--- src/rtl/muldiv_pkg.sv ---
// Shared types and constants for the iterative RV32M multiply/divide sequencer.
package muldiv_pkg;

  localparam int XLEN_C = 32;

  typedef enum logic [2:0] {
    MUL    = 3'd0,
    MULH   = 3'd1,
    MULHSU = 3'd2,
    MULHU  = 3'd3,
    DIV    = 3'd4,
    DIVU   = 3'd5,
    REM    = 3'd6,
    REMU   = 3'd7
  } muldiv_op_e;

  typedef enum logic [1:0] {
    IDLE = 2'd0,
    BUSY = 2'd1,
    DONE = 2'd2
  } state_e;

  localparam logic [XLEN_C-1:0] DIV_ZERO_Q = 32'hFFFF_FFFF;
  localparam logic [XLEN_C-1:0] INT_MIN    = 32'h8000_0000;

endpackage

--- src/rtl/muldiv_seq.sv ---
// Iterative RV32M sequencer: 32-step shift-add multiply / restoring divide on
// operand magnitudes with a final sign correction.
//
// state | meaning
// IDLE  | waiting for a request, req_ready high unless flushed
// BUSY  | one multiply/divide iteration per cycle, counter 31 -> 0
// DONE  | result held on resp_* until resp_ready or flush
module muldiv_seq
  import muldiv_pkg::*;
#(
  parameter int XLEN  = 32,
  parameter int TAG_W = 5
) (
  input  logic             clk,
  input  logic             rst,
  input  logic             req_valid,
  output logic             req_ready,
  input  logic [2:0]       req_op,
  input  logic [XLEN-1:0]  req_a,
  input  logic [XLEN-1:0]  req_b,
  input  logic [TAG_W-1:0] req_tag,
  input  logic             flush,
  output logic             resp_valid,
  input  logic             resp_ready,
  output logic [XLEN-1:0]  resp_result,
  output logic [TAG_W-1:0] resp_tag,
  output logic             busy
);

  state_e              state_q, state_d;
  muldiv_op_e          op_q, op_d;
  logic [TAG_W-1:0]    tag_q, tag_d;
  logic                neg_q, neg_d;
  logic [4:0]          cnt_q, cnt_d;
  logic [2*XLEN-1:0]   acc_q, acc_d;
  logic [XLEN-1:0]     opnd_q, opnd_d;
  logic [XLEN-1:0]     result_q, result_d;
  logic                resp_valid_q, resp_valid_d;

  // Request decode
  muldiv_op_e          in_op;
  logic                a_signed, b_signed, a_neg, b_neg;
  logic [XLEN-1:0]     a_mag, b_mag;
  logic                div_zero, div_ovf;

  // Datapath step
  logic [XLEN:0]       mul_sum;
  logic [2*XLEN-1:0]   mul_next;
  logic [XLEN:0]       div_shift, div_diff;
  logic [2*XLEN-1:0]   div_next;
  logic [2*XLEN-1:0]   step_next;
  logic [2*XLEN-1:0]   prod_s;
  logic [XLEN-1:0]     div_val;
  logic [XLEN-1:0]     final_res;

  assign req_ready   = (state_q == IDLE) && !flush;
  assign busy        = (state_q != IDLE);
  assign resp_valid  = resp_valid_q;
  assign resp_result = result_q;
  assign resp_tag    = tag_q;

  always_comb begin
    in_op    = muldiv_op_e'(req_op);
    a_signed = (in_op == MUL) || (in_op == MULH) || (in_op == MULHSU) ||
               (in_op == DIV) || (in_op == REM);
    b_signed = (in_op == MUL) || (in_op == MULH) || (in_op == DIV) || (in_op == REM);
    a_neg    = a_signed && req_a[XLEN-1];
    b_neg    = b_signed && req_b[XLEN-1];
    a_mag    = a_neg ? (~req_a + 1'b1) : req_a;
    b_mag    = b_neg ? (~req_b + 1'b1) : req_b;
    div_zero = req_op[2] && (req_b == '0);
    div_ovf  = ((in_op == DIV) || (in_op == REM)) &&
               (req_a == INT_MIN) && (req_b == DIV_ZERO_Q);
  end

  // Multiply keeps {accumulator, multiplier} in acc_q; divide keeps {remainder, quotient}.
  always_comb begin
    mul_sum   = {1'b0, acc_q[2*XLEN-1:XLEN]} + (acc_q[0] ? {1'b0, opnd_q} : '0);
    mul_next  = {mul_sum, acc_q[XLEN-1:1]};
    div_shift = acc_q[2*XLEN-1:XLEN-1];
    div_diff  = div_shift - {1'b0, opnd_q};
    div_next  = div_diff[XLEN] ? {div_shift[XLEN-1:0], acc_q[XLEN-2:0], 1'b0}
                               : {div_diff[XLEN-1:0],  acc_q[XLEN-2:0], 1'b1};
    step_next = op_q[2] ? div_next : mul_next;
    prod_s    = neg_q ? (~mul_next + 1'b1) : mul_next;
    div_val   = op_q[1] ? div_next[2*XLEN-1:XLEN] : div_next[XLEN-1:0];
    if (!op_q[2]) begin
      final_res = (op_q == MUL) ? prod_s[XLEN-1:0] : prod_s[2*XLEN-1:XLEN];
    end else begin
      final_res = neg_q ? (~div_val + 1'b1) : div_val;
    end
  end

  always_comb begin
    state_d      = state_q;
    op_d         = op_q;
    tag_d        = tag_q;
    neg_d        = neg_q;
    cnt_d        = cnt_q;
    acc_d        = acc_q;
    opnd_d       = opnd_q;
    result_d     = result_q;
    resp_valid_d = resp_valid_q;

    case (state_q)
      IDLE: begin
        if (req_valid && req_ready) begin
          op_d  = in_op;
          tag_d = req_tag;
          if (!req_op[2]) begin
            neg_d  = a_neg ^ b_neg;
            acc_d  = {{XLEN{1'b0}}, b_mag};
            opnd_d = a_mag;
          end else begin
            neg_d  = req_op[1] ? a_neg : (a_neg ^ b_neg);
            acc_d  = {{XLEN{1'b0}}, a_mag};
            opnd_d = b_mag;
          end
          if (div_zero) begin
            result_d     = req_op[1] ? req_a : DIV_ZERO_Q;
            state_d      = DONE;
            resp_valid_d = 1'b1;
          end else if (div_ovf) begin
            result_d     = req_op[1] ? '0 : INT_MIN;
            state_d      = DONE;
            resp_valid_d = 1'b1;
          end else begin
            state_d = BUSY;
            cnt_d   = 5'd31;
          end
        end
      end
      BUSY: begin
        acc_d = step_next;
        if (cnt_q == 5'd0) begin
          result_d     = final_res;
          state_d      = DONE;
          resp_valid_d = 1'b1;
        end else begin
          cnt_d = cnt_q - 5'd1;
        end
      end
      DONE: begin
        if (resp_ready) begin
          state_d      = IDLE;
          resp_valid_d = 1'b0;
        end
      end
      default: begin
        state_d      = IDLE;
        resp_valid_d = 1'b0;
      end
    endcase

    // flush outranks both the iteration and the response handshake
    if (flush && (state_q != IDLE)) begin
      state_d      = IDLE;
      resp_valid_d = 1'b0;
      cnt_d        = 5'd0;
    end
  end

  always_ff @(posedge clk or posedge rst) begin
    if (rst) begin
      state_q      <= IDLE;
      op_q         <= MUL;
      tag_q        <= '0;
      neg_q        <= 1'b0;
      cnt_q        <= 5'd0;
      acc_q        <= '0;
      opnd_q       <= '0;
      result_q     <= '0;
      resp_valid_q <= 1'b0;
    end else begin
      state_q      <= state_d;
      op_q         <= op_d;
      tag_q        <= tag_d;
      neg_q        <= neg_d;
      cnt_q        <= cnt_d;
      acc_q        <= acc_d;
      opnd_q       <= opnd_d;
      result_q     <= result_d;
      resp_valid_q <= resp_valid_d;
    end
  end

endmodule

--- config.mk ---
export PLATFORM = sky130hd
export DESIGN_NAME = muldiv_seq
export DESIGN_NICKNAME = d
export VERILOG_FILES = /design/src/rtl/muldiv_pkg.sv /design/src/rtl/muldiv_seq.sv
export SDC_FILE = /design/constraint.sdc
export NUM_CORES = 1
export LEC_CHECK = 0
export ABC_AREA = 0
export CORE_MARGIN = 3
export CORE_UTILIZATION = 45
export DETAILED_ROUTE_END_ITERATION = 7
export GPL_TIMING_DRIVEN = 0
export PLACE_DENSITY = 0.71
export SKIP_CTS_REPAIR_TIMING = 1
export SLEW_MARGIN = 20
export SYNTH_ARGS = -nofsm -noshare
export SYNTH_HDL_FRONTEND = slang
export SYNTH_SLANG_ARGS = --single-unit
export TNS_END_PERCENT = 50
--- constraint.sdc ---
create_clock -name clk -period 7.6 [get_ports clk]
set_input_delay 0.76 -clock clk [delete_from_list [all_inputs] [get_ports clk]]
set_output_delay 0.76 -clock clk [all_outputs]
set_load 0.02 [all_outputs]
==> results_dict.tcl <==
set metrics [dict create \
    ff2ff_path_depth 26 \
    cts_made_buffers 17 \
    syn_area_per_cell_sq_um 7.25 \
    grt_pass1_wl_um 123000 \
    synth-xor-area-share_pct 8.67 \
    area_growth_syn_to_layout_pct 14.1 \
    maxSlewHeadroom_pct 22.6 \
    fin_tns_setup_ns 0 \
    synth_edf_count 0 \
    cpPeakStageDelay_ns 0.80 \
    path_buf_inv 5 \
    cp_num_cells 26 \
    num_vias 20101 \
    crit_type "register to register" \
    status "complete, no violations" \
    avgViaCountPerCell 6.83 \
    fin_cells 2944 \
    ys_seq_area_share_pct 21.5 \
    dr_wl_met2_um 36900 \
    tightest_slew_ns 1.15 \
    die_height_um 200 \
    wirelength_um 86700 \
    cts_buffer_depth 2 \
    yosysTopAreaCellShare_pct 21.5 \
    drive_gt1_share_pct 3.88 \
    die_area_sq_mm 0.0399 \
    layout.nets 2613 \
    path_clk_slew_ns 0.08 \
    ys_seq_elements 145 \
    place_congestion 1.09 \
    first_pass_iters 6 \
    synth_nets 2478 \
    cts-root-buf "clkbuf_16" \
    post-route-min-period_ns 7.50 \
    synthSimpleGateAreaFrac_pct 24.6 \
    hold_class "register to register" \
    antenna_found_initial 4 \
    initial_utilization_pct 45.9 \
    met1Wirelength_um 33300 \
    synth_compound_area_share_pct 31.2 \
    grt_usage_pct 42.5 \
    top_layer "met5" \
    placementRows 70 \
    post-place-ws_ns 0.379 \
    synth_top_family_by_area "compound AO/OA/AOI/OAI gates" \
    final_cell_mix "nand2_1 (258), nor2_1 (218), o21ai_0 (203)" \
    hold_depth 2 \
    wl_per_cell_um 29.5 \
    grt_pass1_vias 18537 \
    crit_family "compound AO/OA/AOI/OAI gates" \
    post-route-period-util_pct 98.7 \
    remaining_drc_errors 0 \
    synth_area_leader_cell "dfrtp_1" \
    htree_levels 4 \
    arrival_ns 7.84 \
    crit_required_ns 7.94 \
    drt_iter0_markers 2283 \
    p_total_mw 8.90 \
    endpoint_kind "register" \
    cts_tree "yes" \
    io_pins 117 \
    clock.fmax_ghz 0.133 \
    yosysWarnings 0 \
    startpoint_type "register" \
    power.leakage_nw 7.47 \
    grt_max_degree 102 \
    crit_slowest_cell "clkbuf_1" \
    synthesis.area_sq_mm 0.0169 \
    ant_nets 0 \
    clock_latency_ns 0.48 \
    setup_viol 0 \
    layout_commonest_cell "nand2_1" \
    hpwl_um 70200 \
    vdd_ir_drop_max_mv 0.177 \
    core_sq_mm 0.0368 \
    worst-path-max-fanout 10 \
    rsz0062_at_grt "false" \
    fin_ws_ns 0.0997 \
    placed_cells 2912 \
    ys_async_sr_fraction_pct 100 \
    die_w_um 200 \
    synthTopCellsByArea "dfrtp_1 (22%), o21ai_0 (6.0%), nand2_1 (5.7%)" \
    finalHoldViolations 0 \
    fin_skew_ns 0.0121 \
    synth_cell_type_count 94 \
    dr_wl_met3_um 9790 \
    fin_hold_ws_ns 0.493 \
    cts.sinks 145 \
    pwr_density_cell_mw_per_mm2 462 \
    synthAdderAreaFrac_pct 5.50 \
    io_buffers 115 \
    grt_overflow_total 0 \
    synthCells 2328 \
    final-max-slew-violation-count 0 \
    synth-main-ff-cell "dfrtp_1" \
    maxCapViolations 0 \
    synthMuxAreaShare_pct 3.25 \
]
==> area by class of cell <==
cell class	instances	area, sq um
clock inverter	14	144
tap	468	586
multi-input combinational	1953	12400
sequential	145	3630
timing repair buffer	116	1180
fill	3716	17500
inverter	66	255
antenna	1	2.50
clock buffer	17	425
buffer	164	641
==> layer usage <==
layer / vias up / GRT usage [%]
met4: 4 / 26.6
met2: 1282 / 64.6
met1: 9640 / 53.1
li1: 8853 / -
met5: - / 0
met3: 322 / 12.2
==> report_power, final <==
| group | switching (mW) | internal, mW |
|---|---|---|
| clock network | 0.426 | 0.433 |
| registers | 0.456 | 1.08 |
| logic | 4.37 | 2.14 |
==> synth_stat cells (14+ instances only) <==
master	number
and3_1	20
nand3_1	72
mux2i_1	47
a21o_1	43
and2_1	49
o21a_1	17
a211oi_1	72
o21ai_1	15
o211ai_1	52
nor2b_1	22
nor2_1	218
xnor2_1	97
inv_1	64
nand4_1	33
o41ai_1	17
o21ai_0	203
xor2_1	70
or2_2	16
nor3_1	49
nand2b_1	15
a31oi_1	31
clkbuf_1	143
buf_1	14
nand2_1	258
or3_1	23
a311oi_1	14
o31ai_1	35
a21oi_1	176
nor4_1	27
ha_1	71
dfrtp_1	145
==> final timing paths <==
check | slack [ns] | from | endpoint
worst min-delay path | 0.49 | resp_tag[3] | resp_tag[3]
worst max register to register | 0.1 | acc_q[31] | resp_result[16]
worst max-delay path | 0.1 | acc_q[31] | resp_result[16]
max in group asynchronous | 6.03 | rst | opnd_q[7]
min in group asynchronous | 0.67 | rst | resp_result[26]
worst min register to register | 0.49 | resp_tag[3] | resp_tag[3]
==> worst min-delay path, stage by stage, from the launching register on <==
cell,delay (ns)
dfrtp_1,0.35
nand2_1,0.05
nand2_1,0.06
==> registers in the layout, indices dropped and copies added (netlist names) <==
register / cells
resp_tag: 5
state_q: 2
cnt_q: 5
resp_valid: 1
acc_q: 64
opnd_q: 32
op_q: 3
neg_q: 1
resp_result: 32
==> cell families (layout without fill, tap and decap cells) <==
family,after synthesis,count (layout)
and+or+nand+nor,859,859
AOI/OAI and AO/OA,800,800
buffers and inverters,230,377
xor gates and xnor gates,167,167
DFF,145,145
adders and majority gates,73,73
muxes,54,54
other,0,1
==> through the flow <==
stage	instance area, sq um	util [%]
floorplan	16900	-
finish	19300	52.3
detailed placement	18700	50.7
global route	19300	52.3
CTS	19200	52.3
global placement	18600	50.6
No activity file was read; power rests on OpenSTA's default activity.
